## config.mk

```make
export PLATFORM = sky130hd
export DESIGN_NAME = grid_path_planner
export DESIGN_NICKNAME = d
export VERILOG_FILES = /design/src/rtl/grid_path_planner.sv
export SDC_FILE = /design/constraint.sdc
export NUM_CORES = 1
export LEC_CHECK = 0
export BUFFER_PORTS_ARGS = -buffer_cell sky130_fd_sc_hd__buf_2
export CAP_MARGIN = 10
export CORE_MARGIN = 1.5
export CORE_UTILIZATION = 51
export DETAILED_ROUTE_END_ITERATION = 7
export GPL_TIMING_DRIVEN = 0
export PLACE_DENSITY_LB_ADDON = 0.3
export SETUP_SLACK_MARGIN = 0.3
export SKIP_CTS_REPAIR_TIMING = 1
export SYNTH_ARGS = -nofsm -noshare
export SYNTH_HDL_FRONTEND = slang
export SYNTH_SLANG_ARGS = --single-unit
```

## constraint.sdc

```tcl
create_clock -name clk -period 3.95 [get_ports clk]
set_clock_uncertainty 0.05 [all_clocks]
set_input_delay 1.185 -clock clk [delete_from_list [all_inputs] [get_ports clk]]
set_output_delay 1.185 -clock clk [all_outputs]
set_load 0.02 [all_outputs]
```

## src/rtl/grid_path_planner.sv

```systemverilog
// Greedy Manhattan walker on a 16x16 grid: emits X moves of up to 3 cells, then Y moves,
// over a valid/ready channel, and pulses done when the target is reached.
module grid_path_planner (
  input  logic       clk,
  input  logic       reset,
  input  logic       start,
  input  logic [3:0] start_x,
  input  logic [3:0] start_y,
  input  logic [3:0] target_x,
  input  logic [3:0] target_y,
  output logic       move_valid,
  input  logic       move_ready,
  output logic [1:0] dir,
  output logic [1:0] dis,
  output logic [3:0] cur_x,
  output logic [3:0] cur_y,
  output logic [3:0] move_count,
  output logic       busy,
  output logic       done,
  output logic [1:0] dbg_state_o
);

  // Handshake: a move transfers on a rising edge where move_valid && move_ready.
  // While move_valid is high and move_ready is low, dir/dis stay stable because
  // they depend only on registered state that does not change without a transfer.

  typedef enum logic [1:0] {
    IDLE   = 2'd0,
    MOVE_X = 2'd1,
    MOVE_Y = 2'd2,
    DONE   = 2'd3
  } state_t;

  state_t     state_q, state_d;
  logic [3:0] tgt_x_q, tgt_x_d;
  logic [3:0] tgt_y_q, tgt_y_d;
  logic [3:0] cur_x_q, cur_x_d;
  logic [3:0] cur_y_q, cur_y_d;
  logic [3:0] count_q, count_d;

  logic       x_fwd, y_fwd;
  logic [3:0] x_rem, y_rem;
  logic [1:0] x_step, y_step;
  logic       fire;

  always_comb begin
    x_fwd  = (tgt_x_q > cur_x_q);
    y_fwd  = (tgt_y_q > cur_y_q);
    x_rem  = x_fwd ? (tgt_x_q - cur_x_q) : (cur_x_q - tgt_x_q);
    y_rem  = y_fwd ? (tgt_y_q - cur_y_q) : (cur_y_q - tgt_y_q);
    x_step = (x_rem > 4'd3) ? 2'd3 : x_rem[1:0];
    y_step = (y_rem > 4'd3) ? 2'd3 : y_rem[1:0];
  end

  always_comb begin
    move_valid = 1'b0;
    dir        = 2'b00;
    dis        = 2'b00;
    case (state_q)
      MOVE_X: begin
        move_valid = 1'b1;
        dir        = {1'b0, ~x_fwd};
        dis        = x_step;
      end
      MOVE_Y: begin
        move_valid = 1'b1;
        dir        = {1'b1, ~y_fwd};
        dis        = y_step;
      end
      default: ;
    endcase
  end

  assign fire = move_valid & move_ready;

  always_comb begin
    state_d = state_q;
    tgt_x_d = tgt_x_q;
    tgt_y_d = tgt_y_q;
    cur_x_d = cur_x_q;
    cur_y_d = cur_y_q;
    count_d = count_q;
    case (state_q)
      IDLE: begin
        if (start) begin
          tgt_x_d = target_x;
          tgt_y_d = target_y;
          cur_x_d = start_x;
          cur_y_d = start_y;
          count_d = 4'd0;
          if (target_x != start_x)      state_d = MOVE_X;
          else if (target_y != start_y) state_d = MOVE_Y;
          else                          state_d = DONE;
        end
      end
      MOVE_X: begin
        if (fire) begin
          cur_x_d = x_fwd ? (cur_x_q + {2'b00, x_step}) : (cur_x_q - {2'b00, x_step});
          count_d = count_q + 4'd1;
          // The step equals the remaining distance only on the final X move.
          if (x_rem == {2'b00, x_step}) begin
            if (tgt_y_q != cur_y_q) state_d = MOVE_Y;
            else                    state_d = DONE;
          end
        end
      end
      MOVE_Y: begin
        if (fire) begin
          cur_y_d = y_fwd ? (cur_y_q + {2'b00, y_step}) : (cur_y_q - {2'b00, y_step});
          count_d = count_q + 4'd1;
          if (y_rem == {2'b00, y_step}) state_d = DONE;
        end
      end
      DONE: state_d = IDLE;
      default: state_d = IDLE;
    endcase
  end

  always_ff @(posedge clk) begin
    if (reset) begin
      state_q <= IDLE;
      tgt_x_q <= 4'd0;
      tgt_y_q <= 4'd0;
      cur_x_q <= 4'd0;
      cur_y_q <= 4'd0;
      count_q <= 4'd0;
    end else begin
      state_q <= state_d;
      tgt_x_q <= tgt_x_d;
      tgt_y_q <= tgt_y_d;
      cur_x_q <= cur_x_d;
      cur_y_q <= cur_y_d;
      count_q <= count_d;
    end
  end

  assign cur_x       = cur_x_q;
  assign cur_y       = cur_y_q;
  assign move_count  = count_q;
  assign busy        = (state_q != IDLE);
  assign done        = (state_q == DONE);
  assign dbg_state_o = state_q;

endmodule

```

# Word-level counts from Yosys, hierarchy flattened
# Index checks and enable logic that the tools add are counted.
[totals]
regBits = 22
in_bits = 20
output_inout_bits = 21
word_cells = 74
[classes]
add_sub_neg = 9
n_lt_le_gt_ge = 4
eq_ne = 14
mux = 27
bitwise = 3
reduce_logical = 11
[op_table]
columns = ["operator", "count"]
rows = [
  ["4-bit 2-to-1 mux", 10],
  ["4-bit case mux with 2 select lines", 3],
  ["2-bit 2-to-1 mux", 8],
  ["4-bit subtractor", 4],
  ["4-bit inequality test", 3],
  ["2-bit inequality test (second input constant)", 5],
  ["3-bit AND reduction", 3],
  ["4-bit by 2-bit adder with 4-bit output", 2],
  ["4-bit by 2-bit == test with 1-bit output", 2],
  ["4-bit by 2-bit greater-than comparator with 1-bit output (second input constant)", 2],
  ["4-bit greater-than comparator", 2],
  ["2-bit case mux with 2 select lines", 2],
  ["2-bit case mux with 4 select lines", 1],
  ["2-bit nonzero test", 4],
  ["4-bit by 2-bit subtractor with 4-bit output", 2],
  ["5-bit AND reduction", 1],
  ["4-bit by 1-bit adder with 4-bit output (second input constant)", 1],
  ["2-bit == test (second input constant)", 2],
  ["1-bit 2-to-1 mux", 3],
  ["2-bit by 1-bit == test with 1-bit output (second input constant)", 1],
  ["2-bit zero test", 1],
  ["2-bit by 1-bit inequality test with 1-bit output (second input constant)", 1],
  ["1-bit inverter", 2],
  ["2-bit AND reduction", 1],
  ["other kinds (2)", 2],
]

# Depth between registers and ports, before layout
[logic_depth]
word_depth = 8
mapped_depth = 21
ltp_nobuf = 20

# Worst setup path after synthesis
# OpenSTA, ideal clock, no wires.
[synth_timing]
path_kind = "flip-flop to flip-flop"
start = "register cur_x_q[1] (netlist: cur_x[1])"
end = "register cur_x_q[3] (netlist: cur_x[3])"
setup_ns = 0.133
arrival_ns = 3.663
required_time_ns = 3.767
path_slack_ns = 0.104
stages_incl_launch_ff = 17
path_buffers = 0
synth_period_minus_slack_ns = 3.846
cell_sequence = "dfxtp_1 inv_1 fa_1 or3_1 a211o_1 o32a_1 nand2b_1 inv_1 ha_1 o22a_1 inv_1 ha_1 a21o_1 a21oi_1 xnor3_1 mux2i_1 a211oi_1"
[synth_via]
elab_chain_cells = 8
elab_cells_between_ends = 11
classes_between = "add/sub (4); order compare (2); mux (5)"
[synth_lines]
columns = ["item", "line_no", "text"]
rows = [
  ["start, declared", "37", "logic [3:0] cur_x_q, cur_x_d;"],
  ["start signal, assigned", "131", "cur_x_q <= cur_x_d;"],
  ["4-bit subtractor or 4-bit greater-than comparator (tied branches)", "49, 47", ""],
  ["4-bit 2-to-1 mux", "49", "x_rem = x_fwd ? (tgt_x_q - cur_x_q) : (cur_x_q - tgt_x_q);"],
  ["4-bit by 2-bit greater-than comparator with 1-bit output", "51", "x_step = (x_rem > 4'd3) ? 2'd3 : x_rem[1:0];"],
  ["2-bit 2-to-1 mux", "51", ""],
  ["4-bit by 2-bit subtractor with 4-bit output or 4-bit by 2-bit adder with 4-bit output (tied branches)", "98", "cur_x_d = x_fwd ? (cur_x_q + {2'b00, x_step}) : (cur_x_q - {2'b00, x_step});"],
  ["4-bit 2-to-1 mux *", "98", ""],
  ["4-bit 2-to-1 mux *", "97", "if (fire) begin"],
  ["4-bit case mux with 2 select lines *", "83", "case (state_q)"],
]
# Every way passes the cells marked *; elsewhere a longest branch is shown, timed or not. The select of a mux whose other input is x is not followed.
# A chain may end at the register's enable or synchronous reset.

# Final worst setup path
[layout_timing]
start = "register cur_y_q[0] (netlist: cur_y[0])"
end = "output port dis[0]"
[layout_via]
elab_chain_cells = 5
elab_cells_between_ends = 7
classes_between = "add/sub (2); order compare (2); mux (3)"
[layout_lines]
columns = ["item", "line_no", "text"]
rows = [
  ["start, declared", "38", "logic [3:0] cur_y_q, cur_y_d;"],
  ["start signal, assigned", "132", "cur_y_q <= cur_y_d;"],
  ["4-bit subtractor or 4-bit greater-than comparator (tied branches)", "50, 48", ""],
  ["4-bit 2-to-1 mux *", "50", "y_rem = y_fwd ? (tgt_y_q - cur_y_q) : (cur_y_q - tgt_y_q);"],
  ["4-bit by 2-bit greater-than comparator with 1-bit output", "52", "y_step = (y_rem > 4'd3) ? 2'd3 : y_rem[1:0];"],
  ["2-bit 2-to-1 mux *", "52", ""],
  ["2-bit case mux with 2 select lines *", "59", "case (state_q)"],
  ["end, declared", "14", "output logic [1:0] dis,"],
]
# Every way passes the cells marked *; elsewhere a longest branch is shown, timed or not.

==> impl_metrics.toml <==
[placed_design]
dpl_cell_area_um2 = 2402
gp_congestion = 0.8340
numPortBuffers = 39
dpl.hpwl_um = 3985

[sta]
rsz0062_at_grt = "yes"
finalCritPeriodShare_pct = 94.26
timing_hold_violations_final = 0
tightest_slew_ps = 578.3
fin_crit_ps = 3723
slew_headroom_pct = 61.45
slew_viol_final = 0
fmax_mhz = 268.6
setup_tns_ps = 0
setup_viol = 0

[cells_and_area]
fin_nets = 369
finalInstanceArea_um2 = 2763
drive_above_1_share_pct = 34.19
diodes = 0
final_cell_mix = "buf_2, inv_1, nor2_1"
areaGrowthSynthToFinish_pct = 29.43
final_common_cell = "buf_2"
fin_util_pct = 69.06

[cts]
numClockSinks = 22
cts_tree = "built"
htreeDepth = 1
clk_latency_ps = 260
cts_buffers = 3
cts_buffer_depth = 2
cts-root-buf = "clkbuf_8"
clk_pin_slew_ps = 80

[global_route]
grt_max_degree = 13
grt_pass1_vias = 1798
antenna_found_initial = 0
grt_pass1_wl_um = 7955
track_usage_pct = 22.74
overflow = 0

[synthesis]
synth_area_um2 = 2135
syn_avg_cell_area_um2 = 8.306
synthDistinctLibCells = 41
ys_ff_latch = 22
syn_inst = 257
yosysWarnings = 0
syn-num-nets = 312
synthArstFlopShare_pct = 0
synth-edff-count = 0
ys.flop_type = "dfxtp_1"
yosysSeqAreaShare_pct = 20.63

[worst_setup_path]
crit_path_start = "cur_y[0]"
critPathArrivalTime_ps = 2490
worstPathCellList = "inv_1 -> ha_4 -> inv_1 -> fa_1 -> xor2_1 -> inv_1 -> nand2_1 -> o32ai_4 -> a21o_1 -> a21oi_2 -> buf_6"
cp-end-kind = "output port"
critPathRequiredTime_ps = 2710
crit_path_start_kind = "register"
cp_common_cell = "inv_1"
timing.critical_path.buf_inv = 4
crit_path_max_fanout = 4
r2r_cells = 18
r2r-start = "tgt_x_q[0]"
reg2reg_slack_ps = 280
critPathTopFamily = "adder cells"
r2r-end = "cur_x[3]"
critPathMaxStageDelay_ps = 390
crit_cells = 11
worstSetupPathType = "reg -> out"
slowest_stage = "fa_1"

[routing]
route.detailed.drc = 0
vias_per_cell = 5.493
wirelength_um = 5394
detail_route.first_pass.iterations = 4
dr_total_vias = 1994
drt_iter0_markers = 139
ant_nets = 0
wl_per_cell_um = 14.86

[worst_hold_path]
hold_end = "tgt_x_q[0]"
hp-start = "tgt_x_q[0]"
worstHoldPathType = "reg -> reg"
worstHoldPathCells = 2

[floorplanning]
pin_count = 41
die_w_um = 67.70
die_h_um = 67.70
dieArea_um2 = 4583
core_um2 = 4000
row_count = 23
start_util_pct = 53.36

[status]
status = "complete, no violations"

[run]
maxCapViolations = 0
[cell type report]
type / instances / area, um2
Fill cell: 317 / 1237
Multi-Input combinational cell: 193 / 1707
Timing Repair Buffer: 52 / 305.3
Buffer: 7 / 41.29
Inverter: 35 / 137.6
Clock buffer: 3 / 41.29
Clock inverter: 1 / 3.754
Tap cell: 50 / 62.56
Sequential cell: 22 / 464.2
[layer usage]
metal  track usage (%)  up-vias  routed length (um)
li1                  -      996                   -
met1             32.31      952                2617
met2             35.42       39                2553
met3             2.667        7                 156
met4             7.908        0                  67
met5                 0        -                   0
[worst max-delay path by stage]
stage / end
floorplan: cur_x[3]
global placement: cur_x[3]
detailed placement: cur_x[3]
CTS: cur_x[3]
global route: dis[0]
finish: dis[0]
[worst reg2reg max path, cell delays in order, from the launching register on]
cell and delay (ps):
dfxtp_2 340, inv_2 60, ha_4 120, inv_2 50
fa_2 400, or3_1 320, a211o_1 270, o32a_1 260
nand2b_4 180, inv_2 70, ha_4 200, o22a_1 210
inv_1 60, ha_1 230, a21o_1 170, a21oi_2 110
xnor3_1 220, mux2i_1 140, a211oi_1 90
[cell families after synthesis]
kind of cell,after synthesis,share of synthesized area (%)
compound gates,56,18.00
simple gates,71,15.83
flops,22,20.63
fa+ha+maj,35,22.63
mux,11,5.334
xor+xnor,20,9.496
buf+inv,42,8.089
[stage by stage]
step	hold slack [ps]	std cells	worst slack [ps]
2_1_floorplan	390.0	257	306.8
3_3_place_gp	410.1	346	140.0
3_5_place_dp	432.0	346	30.78
4_1_cts	442.8	350	10.31
5_1_grt	454.2	363	62.43
6_report	433.9	363	226.6
[sequential cells by signal, indices dropped and copies added (netlist names)]
register     cells
cur_x            4
cur_y            4
dbg_state_o      2
move_count       4
tgt_x_q          4
tgt_y_q          4
[cells in the mapped netlist (2+ instances only)]
| cell | n | share of area, % |
|---|---|---|
| a211o_1 | 3 | 1.2 |
| a211oi_1 | 10 | 3.5 |
| a21o_1 | 8 | 2.8 |
| a21oi_1 | 19 | 4.5 |
| a31oi_1 | 4 | 1.2 |
| buf_6 | 2 | 1.1 |
| clkbuf_1 | 5 | 0.88 |
| dfxtp_1 | 22 | 21 |
| fa_1 | 6 | 5.6 |
| ha_1 | 29 | 17 |
| inv_1 | 34 | 6.0 |
| mux2_2 | 2 | 1.1 |
| mux2i_1 | 8 | 3.8 |
| nand2_1 | 17 | 3.0 |
| nand2b_1 | 3 | 0.88 |
| nand3_1 | 9 | 2.1 |
| nand4_1 | 2 | 0.59 |
| nor2_1 | 27 | 4.7 |
| nor4_1 | 2 | 0.59 |
| o21a_1 | 2 | 0.70 |
| o21ai_0 | 2 | 0.47 |
| o32ai_1 | 2 | 0.82 |
| or2_2 | 2 | 0.59 |
| or3_1 | 3 | 0.88 |
| xnor2_1 | 9 | 3.7 |
| xnor3_1 | 2 | 2.1 |
| xor2_1 | 9 | 3.7 |
Power is left out: the tool's default activity adds up to more than one toggle a clock period on the data nets, which glitch-free logic cannot reach.
